**src/rtl/sparse_vec_encoder.sv**
```systemverilog
// Streaming dense-to-sparse encoder: emits the nonzero elements of one dense vector
// tagged with their positions, and builds an occupancy bitmap plus a nonzero count.
// Ports:
//   clk, reset            clock, synchronous active-high reset
//   start                 begin a new vector (taken only in IDLE)
//   in_valid/in_data      dense element input, in_ready = accept this cycle
//   out_valid/out_data    packed nonzero element, out_pos = its dense position,
//   out_pos/out_ready     out_ready = downstream accepts
//   index_map, nz_count   occupancy bitmap and nonzero count (final when done)
//   busy, done            busy in COLLECT/DRAIN, done pulses one cycle at the end
module sparse_vec_encoder #(
  parameter int unsigned DATA_W  = 9,
  parameter int unsigned VEC_LEN = 128,
  parameter int unsigned IDX_W   = $clog2(VEC_LEN),
  parameter int unsigned CNT_W   = $clog2(VEC_LEN + 1)
) (
  input  logic               clk,
  input  logic               reset,
  input  logic               start,
  input  logic               in_valid,
  input  logic [DATA_W-1:0]  in_data,
  output logic               in_ready,
  output logic               out_valid,
  output logic [DATA_W-1:0]  out_data,
  output logic [IDX_W-1:0]   out_pos,
  input  logic               out_ready,
  output logic [VEC_LEN-1:0] index_map,
  output logic [CNT_W-1:0]   nz_count,
  output logic               busy,
  output logic               done
);

  typedef enum logic [1:0] {IDLE, COLLECT, DRAIN, DONE} state_t;

  state_t           state;
  state_t           state_next;
  logic [IDX_W-1:0] pos;
  logic             accept;
  logic             beat;
  logic             last;
  logic             nonzero;

  // The output register frees up in the same cycle it drains, so a reload can overlap.
  assign in_ready = (state == COLLECT) && (!out_valid || out_ready);
  assign accept   = in_valid && in_ready;
  assign beat     = out_valid && out_ready;
  assign last     = (pos == IDX_W'(VEC_LEN - 1));
  assign nonzero  = (in_data != '0);

  // State register; busy/done are registered from the next state.
  always_ff @(posedge clk) begin
    if (reset) begin
      state <= IDLE;
      busy  <= 1'b0;
      done  <= 1'b0;
    end else begin
      state <= state_next;
      busy  <= (state_next == COLLECT) || (state_next == DRAIN);
      done  <= (state_next == DONE);
    end
  end

  // Next-state logic.
  always_comb begin
    state_next = state;
    case (state)
      IDLE:    if (start) state_next = COLLECT;
      COLLECT: if (accept && last) state_next = DRAIN;
      // Finish once the last held beat (if any) transfers.
      DRAIN:   if (!out_valid || out_ready) state_next = DONE;
      DONE:    state_next = IDLE;
      default: state_next = IDLE;
    endcase
  end

  // Position counter, bitmap, count and single-entry output register.
  always_ff @(posedge clk) begin
    if (reset) begin
      pos       <= '0;
      index_map <= '0;
      nz_count  <= '0;
      out_valid <= 1'b0;
      out_data  <= '0;
      out_pos   <= '0;
    end else begin
      if ((state == IDLE) && start) begin
        pos       <= '0;
        index_map <= '0;
        nz_count  <= '0;
      end
      if (beat) begin
        out_valid <= 1'b0;
      end
      if (accept) begin
        index_map[pos] <= nonzero;
        if (nonzero) begin
          out_data  <= in_data;
          out_pos   <= pos;
          out_valid <= 1'b1;
          nz_count  <= nz_count + CNT_W'(1);
        end
        // Hold at the final position rather than wrapping.
        if (!last) begin
          pos <= pos + IDX_W'(1);
        end
      end
    end
  end

endmodule

```
**config.mk**
```make
export PLATFORM = sky130hd
export DESIGN_NAME = sparse_vec_encoder
export DESIGN_NICKNAME = d
export VERILOG_FILES = /design/src/rtl/sparse_vec_encoder.sv
export SDC_FILE = /design/constraint.sdc
export NUM_CORES = 1
export LEC_CHECK = 0
export ABC_CLOCK_PERIOD_IN_PS = 4700
export BUFFER_PORTS_ARGS = -buffer_cell sky130_fd_sc_hd__buf_2
export CAP_MARGIN = 10
export CORE_MARGIN = 2
export CORE_UTILIZATION = 40
export DETAILED_ROUTE_END_ITERATION = 12
export HOLD_SLACK_MARGIN = 0.05
export PLACE_DENSITY = 0.61
export SETUP_SLACK_MARGIN = 0.4
export SYNTH_ARGS = -nofsm -noshare
export SYNTH_HDL_FRONTEND = slang
export SYNTH_SLANG_ARGS = --single-unit
```
**constraint.sdc**
```tcl
create_clock -name clk -period 4.7 [get_ports clk]
set_input_delay 0.94 -clock clk [delete_from_list [all_inputs] [get_ports clk]]
set_output_delay 0.94 -clock clk [all_outputs]
set_load 0.01 [all_outputs]
```
* After elaboration in Yosys (flattened, before gate mapping) *
Cells that the tools add are included.

word-level totals
  register bits = 164
  bits of input ports = 14

cells by class
  order comparisons = 2
  reduce and logical (&&, ||, !) cells = 12
  equal/unequal tests = 7
  multiplexer cells = 19
  $add $sub $neg = 2

operator list
  kind                                                                count
  two-way mux 128 bit                                                 3
  bitwise mux 128 bit                                                 1
  two-way mux 8 bit                                                   3
  two-way mux 7 bit                                                   3
  nonzero test 9 bit                                                  1
  adder 8 x 1 -> 8 bit (second input constant)                        1
  equality test 2 bit (second input constant)                         4
  < comparator 7 x 8 -> 1 bit (second input constant)                 1
  one-hot mux 2 bit (4 select lines)                                  1
  adder 7 x 1 -> 7 bit (second input constant)                        1
  demux 1 bit (select 7 bit)                                          1
  equality test 7 bit (second input constant)                         1
  greater-or-equal comparator 7 x 1 -> 1 bit (second input constant)  1
  logical AND 1 bit                                                   6
  two-way mux 2 bit                                                   3
  equality test 2 x 1 -> 1 bit (second input constant)                2
  two-way mux 1 bit                                                   4
  zero test 2 bit                                                     1
  logical OR 1 bit                                                    2
  AND reduction 2 bit                                                 1
  zero test 1 bit                                                     1

* Longest topological paths before layout *
  depth in word-level cells = 9
  gate-level depth with buffers = 8

* Worst setup path after synthesis *
No wires, ideal clock.

  path type = input port to output port
  from = input port out_ready
  to = output port in_ready
  data arrival time = 1.478 ns
  path slack = 2.282 ns
  stages = 2
  required time = 3.760 ns
  path through = nor2b_1 -> nor2_1

on the way
  longest elaborated chain between the ends = 2

RTL lines
  element             line  text
  start: declaration  26    input logic out_ready,
  logical OR 1 bit    44    assign in_ready = (state == COLLECT) && (!out_valid || out_ready);
  logical AND 1 bit   44
  end: declaration    22    output logic in_ready,

Every way passes these cells.

* Final worst setup path *
Ends and elaborated chain as after synthesis.

==> reports/summary.md <==
• **status** finished, final reports clean
• **horizontal die dimension** 142 um
• **number of antenna violations at the first check in global routing** 1
• **maximum clock frequency** 354 MHz
• **# clock sinks** 164
• **startpoint of the worst register-to-register path** pos[5]
• **Remaining DRCs** 0
• **Cell Pwr Density** 322 nW/um^2
• **cts hold-fix bufs** 0
• **switching power total** 0.703 mW
• **time the worst path needs with I/O delays and setup** 2.83 ns
• **area added between synthesis and finish** 17.1%
• **prevailing post-synth register cell** sky130_fd_sc_hd__dfxtp_1
• **FF/Latch Area** 3280 um^2
• **via total after detailed routing** 7579
• **DR vias/cell** 6.16
• **count of standard-cell rows** 50
• **clock latency on the worst-skew pair** 0.44 ns
• **proportion of layout cells with a drive suffix above 1** 24.8%
• **worst clock skew on the final layout** 0.0120 ns
• **placeable core area** 18700 um^2
• **post-cts resize count** 0
• **number of cells produced by synthesis** 901
• **worst-margin pin slew** 1.25 ns
• **Clock Power Share** 46.0%
• **cell count after placement** 1198
• **cell area after synthesis** 7640 um^2
• **number of nets in the finished design** 1000
• **post-synthesis net count** 918
• **Hold WC Path Type** register to register
• **HPWL Detailed** 14.9 mm
• **Int Pwr** 2.18 mW
• **routed wire length per instance** 20.9 um
• **clk slew on worst S/H paths** 0.06 ns
• **type of the worst setup path** input port to primary output
• **switching fraction of total power** 24.4%
• **number of fill cells** 1829
• **effective utilization at floorplan** 40.8%
• **total CTS buffers** 17
• **max-capacitance violation count** 0
• **unrepaired setup endpoints after global routing** false
• **register bit count reported by yosys** 164
• **peak supply drop** 0.000245 V
• **reg2reg setup slack** 1.94 ns
• **critical path peak fanout** 5
• **number of enable-type register cells in the synthesized netlist** 0
• **final wirelength** 25.7 mm
• **sort of element at the start of the critical path** input port
• **I/O pin count** 170
• **mean area per synthesized cell** 8.48 um^2
• **area of the multi-input gates** 3870 um^2
• **sequential power share** 48.7%
• **Die H** 142 um
• **largest net degree at the start of global routing** 126
• **Detail Route Antenna Nets** 0
• **asr flop ratio synth** 0%
• **wire length of the first global-routing pass** 39.4 mm
• **critical path data required time** 3.76 ns
• **Clock Tree Buf Depth** 2
• **Detailed Route Iter0 Violations** 841
• **Total Routing Usage GR** 24.9%
• **remaining global-route overflow** 0
• **relative contribution of combinational cells to total power** 5.3%
• **hold path startpoint** out_pos[0]
• **Synth Warn #** 0
• **routability cong.** 0.772
• **distinct cell type count after synthesis** 47
• **period utilisation layout** 60.2%
• **die area** 20200 um^2
• **Clock Root Buffer** sky130_fd_sc_hd__clkbuf_16
• **endpoint type of the worst setup path** primary output
• **Finish-stage setup viols** 0
• **summed negative setup slack over all endpoints** 0 ns
• **port buffer count** 169
• **number of global-route vias before repair** 6864
• **crit path DAT** 1.89 ns
• **H-tree Lvls** 4
• **Final Hold Violating Endpoints** 0
• **max-slew violation total from the final report** 0
• **count of TritonRoute iterations in the first routing pass** 5
• **Relative slew margins** 16.5%
• **Final Non-Filler Cells** 1230
• **Post CTS Setup Buffer Count** 0
• **startpoint of the worst setup timing path** out_ready
• **clock tree from TritonCTS** done
• **sequential cell area fraction in the yosys report** 43.0%
• **leakage power of the design** 3.22 nW
final cells by class:
type | count | area share, %
diodes | 1 | 0.0280
clock buffers | 23 | 5.23
clock inverters | 8 | 0.853
inverters | 2 | 0.0839
multi-input cells | 617 | 43.2
flip-flops and latches | 164 | 36.7
well taps | 234 | 3.27
repair buffers | 181 | 10.6
cell usage in the layout (no fill, tap or decap), types with 2 or more instances in the layout:
master,count
sky130_fd_sc_hd__nand4b_1,3
sky130_fd_sc_hd__nand2b_1,6
sky130_fd_sc_hd__nand2_1,55
sky130_fd_sc_hd__nand3b_1,3
sky130_fd_sc_hd__and3_1,4
sky130_fd_sc_hd__inv_1,2
sky130_fd_sc_hd__nor3_1,2
sky130_fd_sc_hd__and4_1,6
sky130_fd_sc_hd__nor3b_4,3
sky130_fd_sc_hd__or3_1,38
sky130_fd_sc_hd__and2_1,2
sky130_fd_sc_hd__nor4_4,2
sky130_fd_sc_hd__o21ai_0,18
sky130_fd_sc_hd__buf_4,12
sky130_fd_sc_hd__nand4_1,69
sky130_fd_sc_hd__clkbuf_8,2
sky130_fd_sc_hd__or4_1,5
sky130_fd_sc_hd__nor3b_2,3
sky130_fd_sc_hd__and3b_1,5
sky130_fd_sc_hd__clkbuf_16,17
sky130_fd_sc_hd__nand3_1,56
sky130_fd_sc_hd__nor4_1,2
sky130_fd_sc_hd__o311ai_0,33
sky130_fd_sc_hd__or3b_4,2
sky130_fd_sc_hd__o211ai_1,84
sky130_fd_sc_hd__nor2b_1,6
sky130_fd_sc_hd__buf_2,168
sky130_fd_sc_hd__nor3_2,2
sky130_fd_sc_hd__clkinv_2,3
sky130_fd_sc_hd__clkbuf_1,4
sky130_fd_sc_hd__nor2_1,9
sky130_fd_sc_hd__a21oi_1,153
sky130_fd_sc_hd__ha_1,3
sky130_fd_sc_hd__a31o_2,21
sky130_fd_sc_hd__clkinvlp_4,3
sky130_fd_sc_hd__a31oi_1,7
sky130_fd_sc_hd__dfxtp_1,164
critical path: stages:
cell,delay (ns)
sky130_fd_sc_hd__buf_2,0.12
sky130_fd_sc_hd__nor2b_1,0.50
sky130_fd_sc_hd__nor2_1,0.15
sky130_fd_sc_hd__buf_2,0.18
layer usage:
layer	global-route usage, %	vias to the layer above	wire length, um
met3	5.15	33	1780
met1	36.1	3659	11700
met4	7.26	0	447
li1	-	3608	-
met5	0	-	0
met2	37.2	279	11700
registers in the layout, summed over array words and instances (netlist names):
| signal | cells |
|---|---|
| out_data | 9 |
| nz_count | 8 |
| out_valid | 1 |
| busy | 1 |
| done | 1 |
| pos | 7 |
| index_map | 128 |
| state | 2 |
| out_pos | 7 |
synthesized netlist by cell type, types with 3 or more instances:
cell type	n	area share, %
sky130_fd_sc_hd__or4_1	5	0.49
sky130_fd_sc_hd__o211ai_1	84	8.3
sky130_fd_sc_hd__nor2b_1	6	0.49
sky130_fd_sc_hd__nand3_1	57	3.7
sky130_fd_sc_hd__and3b_1	5	0.57
sky130_fd_sc_hd__and3_1	5	0.41
sky130_fd_sc_hd__nand4_1	69	5.6
sky130_fd_sc_hd__o311ai_0	33	3.8
sky130_fd_sc_hd__dfxtp_1	164	43
sky130_fd_sc_hd__nor3b_2	3	0.49
sky130_fd_sc_hd__clkbuf_1	75	3.7
sky130_fd_sc_hd__a31oi_1	7	0.57
sky130_fd_sc_hd__or3_1	38	3.1
sky130_fd_sc_hd__buf_1	3	0.15
sky130_fd_sc_hd__a31o_2	21	2.4
sky130_fd_sc_hd__ha_1	3	0.49
sky130_fd_sc_hd__and4_1	6	0.69
sky130_fd_sc_hd__buf_2	38	2.5
sky130_fd_sc_hd__o21ai_0	18	1.2
sky130_fd_sc_hd__a21oi_1	153	10
sky130_fd_sc_hd__nor3b_4	3	0.74
sky130_fd_sc_hd__nor2_1	9	0.44
sky130_fd_sc_hd__nand2b_1	6	0.49
sky130_fd_sc_hd__nand4b_1	3	0.34
sky130_fd_sc_hd__nand2_1	55	2.7
sky130_fd_sc_hd__nand3b_1	3	0.29
final timing paths:
kind / end / cells after the start
max: in_ready / 4
min: out_pos[0] / 2
max reg2reg: index_map[39] / 4
min reg2reg: out_pos[0] / 2
power by group through the flow:
stage                     sequential (mW)  combinational, mW  clock [mW]
after CTS                            1.40              0.151        1.34
after global routing                 1.40              0.164        1.40
after detailed placement             1.44              0.151           0
after floorplan                      1.43              0.103           0
final                                1.40              0.153        1.33
after global placement               1.44              0.150           0
kinds of logic (layout without fill, tap and decap cells):
logic type / count (synthesis) / in the layout / synth area share (%)
muxes: 1 / 1 / 0.147
AOI/OAI and AO/OA: 321 / 321 / 26.8
DFF: 164 / 164 / 43.0
other: 0 / 1 / 0
and+or+nand+nor: 291 / 291 / 22.9
buffers and inverters: 120 / 214 / 6.62
xor gates and xnor gates: 1 / 1 / 0.115
adders and majority gates: 3 / 3 / 0.491
per-stage QoR:
step                      worst slack, ns  utilization, %  total power, mW  hold WS, ns  area (um^2)
final                                1.87            47.8             2.89        0.474         8950
after global routing                 1.79            47.8             2.97        0.494         8950
after CTS                            1.88            47.8             2.90        0.476         8950
after detailed placement             1.61            44.9             1.59        0.464         8400
after global placement               1.64            44.9             1.59        0.457         8400
after floorplan                      2.28               -             1.54        0.497         7640
Note: power is estimated with default switching activity, not from simulation.
